File: src/rtl/cereal_rx.sv
// 8N1 UART receiver: 2-flop synchronizer, mid-bit sampling FSM, framing-error/break handling.
// Optional ASCII-to-switch-code decoder enabled by defining CEREAL_RX_DECODE_EN.
module cereal_rx #(
  parameter int CLKS_PER_BIT = 5208
) (
  input  logic       sysclk,
  input  logic       rst_n,
  input  logic       rx,
  output logic [7:0] data,
  output logic       valid,
  output logic       frame_err,
  output logic       busy,
  output logic [3:0] digit,
  output logic       digit_ok
);

  localparam logic [15:0] CPB_M1  = 16'(CLKS_PER_BIT - 1);
  localparam logic [15:0] HALF_M1 = 16'((CLKS_PER_BIT / 2) - 1);

  typedef enum logic [2:0] {IDLE, START, DATA, STOP, BREAK} state_t;

  state_t      state_r, state_s;
  logic        rx_meta_r, rx_sync_r, rx_s;
  logic [15:0] cnt_r, cnt_s;
  logic [2:0]  idx_r, idx_s;
  logic [7:0]  shift_r, shift_s;
  logic [7:0]  data_r, data_s;
  logic        valid_r, valid_s;
  logic        ferr_r, ferr_s;
  logic        busy_r, busy_s;

  assign rx_s = rx_sync_r;

  // Synchronizer, FSM state, counters and registered outputs.
  always_ff @(posedge sysclk) begin
    if (!rst_n) begin
      rx_meta_r <= 1'b1;
      rx_sync_r <= 1'b1;
      state_r   <= IDLE;
      cnt_r     <= 16'd0;
      idx_r     <= 3'd0;
      shift_r   <= 8'h00;
      data_r    <= 8'h00;
      valid_r   <= 1'b0;
      ferr_r    <= 1'b0;
      busy_r    <= 1'b0;
    end else begin
      rx_meta_r <= rx;
      rx_sync_r <= rx_meta_r;
      state_r   <= state_s;
      cnt_r     <= cnt_s;
      idx_r     <= idx_s;
      shift_r   <= shift_s;
      data_r    <= data_s;
      valid_r   <= valid_s;
      ferr_r    <= ferr_s;
      busy_r    <= busy_s;
    end
  end

  // Next-state and next-output logic.
  always_comb begin
    state_s = state_r;
    cnt_s   = cnt_r;
    idx_s   = idx_r;
    shift_s = shift_r;
    data_s  = data_r;
    valid_s = 1'b0;
    ferr_s  = 1'b0;
    case (state_r)
      IDLE: begin
        cnt_s = 16'd0;
        idx_s = 3'd0;
        if (!rx_s) state_s = START;
        else       state_s = IDLE;
      end
      START: begin
        if (cnt_r == HALF_M1) begin
          cnt_s = 16'd0;
          // A high mid-start sample means the falling edge was a glitch.
          if (rx_s) state_s = IDLE;
          else      state_s = DATA;
        end else begin
          cnt_s = cnt_r + 16'd1;
        end
      end
      DATA: begin
        if (cnt_r == CPB_M1) begin
          cnt_s          = 16'd0;
          shift_s[idx_r] = rx_s;
          if (idx_r == 3'd7) begin
            idx_s   = 3'd0;
            state_s = STOP;
          end else begin
            idx_s = idx_r + 3'd1;
          end
        end else begin
          cnt_s = cnt_r + 16'd1;
        end
      end
      STOP: begin
        if (cnt_r == CPB_M1) begin
          cnt_s = 16'd0;
          if (rx_s) begin
            data_s  = shift_r;
            valid_s = 1'b1;
            state_s = IDLE;
          end else begin
            ferr_s  = 1'b1;
            state_s = BREAK;
          end
        end else begin
          cnt_s = cnt_r + 16'd1;
        end
      end
      BREAK: begin
        // Hold off until the line idles so a stuck-low rx cannot retrigger.
        if (rx_s) state_s = IDLE;
        else      state_s = BREAK;
      end
      default: begin
        state_s = IDLE;
      end
    endcase
    busy_s = (state_s != IDLE);
  end

  assign data      = data_r;
  assign valid     = valid_r;
  assign frame_err = ferr_r;
  assign busy      = busy_r;

`ifdef CEREAL_RX_DECODE_EN
  function automatic logic [4:0] decode_ascii(input logic [7:0] c);
    if (c >= 8'h30 && c <= 8'h39) begin
      decode_ascii = {1'b1, c[3:0]};
    end else if (c == 8'h55) begin
      decode_ascii = {1'b1, 4'hF};
    end else begin
      decode_ascii = 5'h00;
    end
  endfunction

  assign {digit_ok, digit} = decode_ascii(data_r);
`else
  assign digit    = 4'h0;
  assign digit_ok = 1'b0;
`endif

endmodule

File: config.mk
export PLATFORM = sky130hd
export DESIGN_NAME = cereal_rx
export DESIGN_NICKNAME = d
export VERILOG_FILES = /design/src/rtl/cereal_rx.sv
export SDC_FILE = /design/constraint.sdc
export NUM_CORES = 1
export LEC_CHECK = 0
export ABC_AREA = 1
export CORE_UTILIZATION = 32
export DETAILED_ROUTE_END_ITERATION = 12
export GPL_ROUTABILITY_DRIVEN = 1
export PLACE_DENSITY_LB_ADDON = 0.25
export SLEW_MARGIN = 40
export SYNTH_ARGS = -nofsm -noshare
export SYNTH_HDL_FRONTEND = slang
export SYNTH_SLANG_ARGS = --single-unit
File: constraint.sdc
create_clock -name sysclk -period 1.4 [get_ports sysclk]
set_input_delay 0.14 -clock sysclk [delete_from_list [all_inputs] [get_ports sysclk]]
set_output_delay 0.14 -clock sysclk [all_outputs]
set_load 0.005 [all_outputs]
==> run metrics <==
Most used DFF post-synth=dfxtp_1; post-synthesis instance area=2490 sq um; reg2reg path depth=8; met2 usage=0.267; chip width=90.3 microns; port bufs=13; DRT Pass-1 Iters=4; RR Startpoint=cnt_r[0]; fin nets=451; TritonCTS buffer count=5; post-synth top area share=0.345; Initial Util=0.337; hold_buf cts=0; Max Slew Vio Count=0; Cell Int Power=1630 uW; global-route wire length before repair=10.3 mm; synth warn=0; initial antenna violation count=0; total of max-cap violations=0; Crit. path cell count=8; worst path required time=1600 ps; maximum vdd ir drop=0.000439 V; Worst setup EP type=register; die area=8150 sq um; Std-Cell Rows=31; reg2reg end=data[7]; final wirelength=6.07 mm; #FFs+latches synth=43; post-synthesis sequential area ratio=0.345; hold depth=2; total global-route track usage=0.159; WP buf/inv=0; Synth area leaders=dfxtp_1 35%, nand2_1 16%, nor2_1 11%; min Tclk post-route=1480 ps; CP Data Arrival Time=1680 ps; post-synth top area cell=dfxtp_1; latest clock arrival within the worst-skew pair=300 ps; DIE HEIGHT=90.3 microns; delay-heaviest family, CP=simple AND/OR/NAND/NOR gates; Final setup viols=17; top-count cell post-synth=nand2_1; critical path cell sequence=ha_4 > nand2_4 > nor2_4 > nand2_2 > nor2_4 > nand3_4 > o21ai_1 > nor2_1; area growth from synthesis to layout=29.6%; RSZ-0062 raised after global routing=true; power density over cell area=679 nW/um^2; Core Region=7410 sq um; Tot Pwr=2190 uW; hold violation total from the final report=0; Hold Path End=rx_meta_r; Worst-path clk slew=90 ps; diode count=0; mean post-synth cell area=6.28 sq um; Sw Share=0.257; antenna-violating nets left=0; Hold Startpoint=rx; flop-to-flop setup slack=-80 ps; Synth async-reset ratio=0; number of global-route vias before repair=2276; CP max stage cell=dfxtp_2; Clock Tree Buf Depth=2; aggregate global routing overflow=0; Clk pwr share=0.382; part of the power in registers=0.568; critical path type=register to register; cells after synthesis=397; status=finished, violations left; Top Ports=19; vias per std cell=4.44; distinct cell type count after synthesis=29; DRC=0; Sw Pwr=563 uW; failing checks=setup timing; design area=3230 sq um; initial DRC count=123; post-place setup slack=-124 ps; final clock skew=7.15 ps; largest net degree at the start of global routing=26; vias=2420; share of layout cells above drive strength 1=0.265; clk sinks=43; CTS tree=built; GR peak layer=met2; GPL Wtd Cong=0.832; clock root buffer master=clkbuf_8; worst hold path class=input pin to register; top cells by count, synth=107 x nand2_1, 72 x nor2_1, 49 x inv_1, 43 x dfxtp_1, 20 x nand3_1; Critical Path Fanout Max=5; GRT met1 Usage=0.205; M3 GR Usage=0.0278; most frequent CP cell=nor2_4; dpl cell area=2940 sq um; Routed wire per std cell=11.1 microns; Worst setup SP type=register; Leakage=0.00146 uW; setup ws final=-77.0 ps; Post-synth EDFFs=0; Max H-tree Level=2; post-detail-place hpwl=4.32 mm; Final period util=1.05; Highest Clock Rate=677 MHz; largest stage delay on the critical path=370 ps; combinational power share=0.051
-- flip-flops by register name, summed over array words and instances (netlist names) --
signal,flops
busy,1
cnt_r,16
data,8
frame_err,1
idx_r,3
rx_meta_r,1
rx_s,1
shift_r,8
state_r,3
valid,1
-- how the worst max path moves through the flow --
stage | startpoint | to | slack [ps]
3_3_place_gp | cnt_r[1] | cnt_r[5] | -80
2_1_floorplan | cnt_r[1] | cnt_r[5] | 30
4_1_cts | cnt_r[1] | data[4] | -50
6_report | cnt_r[0] | data[7] | -80
3_5_place_dp | cnt_r[1] | cnt_r[4] | -120
5_1_grt | cnt_r[11] | data[4] | -160
-- power groups by stage --
stage / Combinational, uW / Clock, uW / Sequential, uW
6_report: 111 / 837 / 1250
5_1_grt: 127 / 926 / 1250
4_1_cts: 108 / 878 / 1240
3_5_place_dp: 103 / 0 / 1270
3_3_place_gp: 102 / 0 / 1270
2_1_floorplan: 77.2 / 0 / 1270
-- layout make-up --
class,instances,area [sq um]
Tap cell,99,124
Inverter,56,216
Timing Repair Buffer,53,434
Clock buffer,5,68.8
Multi-Input combinational cell,286,1490
Clock inverter,3,25.0
Fill cell,761,4180
Sequential cell,43,876
-- repair_timing --
item	4_1_cts	5_1_grt
endpoints found under the setup margin	34	40
gates cloned	2	0
pin swaps	14	26
endpoints found under the hold margin	0	0
gates resized for setup	35	25
setup buffers	2	2
-- per-stage QoR --
stage	std cells	hold slack, ps	TNS [ps]	util
after floorplan	401	247	0	-
after global placement	531	395	-1180	0.396
after detailed placement	531	401	-1750	0.396
after CTS	543	387	-460	0.425
after global routing	545	435	-3890	0.436
final	545	402	-710	0.436
-- routing by layer --
layer | up-vias | wire length [microns] | part of all wire
li1 | 1312 | - | -
met1 | 1069 | 3070 | 0.51
met2 | 35 | 2730 | 0.45
met3 | 4 | 195 | 0.032
met4 | 0 | 71 | 0.012
met5 | - | 0 | 0
-- logic make-up after synthesis --
group / after synthesis / synth area share
AO/OA/AOI/OAI: 30 / 0.0632
XOR/XNOR: 7 / 0.0246
adder cells (fa/ha/maj): 3 / 0.0151
buffers and inverters: 74 / 0.130
flip-flops: 43 / 0.345
other: 1 / 0.00150
AND/OR/NAND/NOR: 239 / 0.420
-- placed cells by master, fill, tap and decap left out, drive strengths merged --
cell             n
a21oi           15
ha               3
o211ai           3
xor2             7
inv             53
nand3           22
and2             1
or2              2
clkinv           5
nor2            85
nor3b            1
buf             40
clkbuf           5
nand4           15
clkdlybuf4s50   13
dfxtp           43
o21ai           12
nand2          113
clkinvlp         1
conb             5
nor3             2
Note: power is estimated with default switching activity, not from simulation.
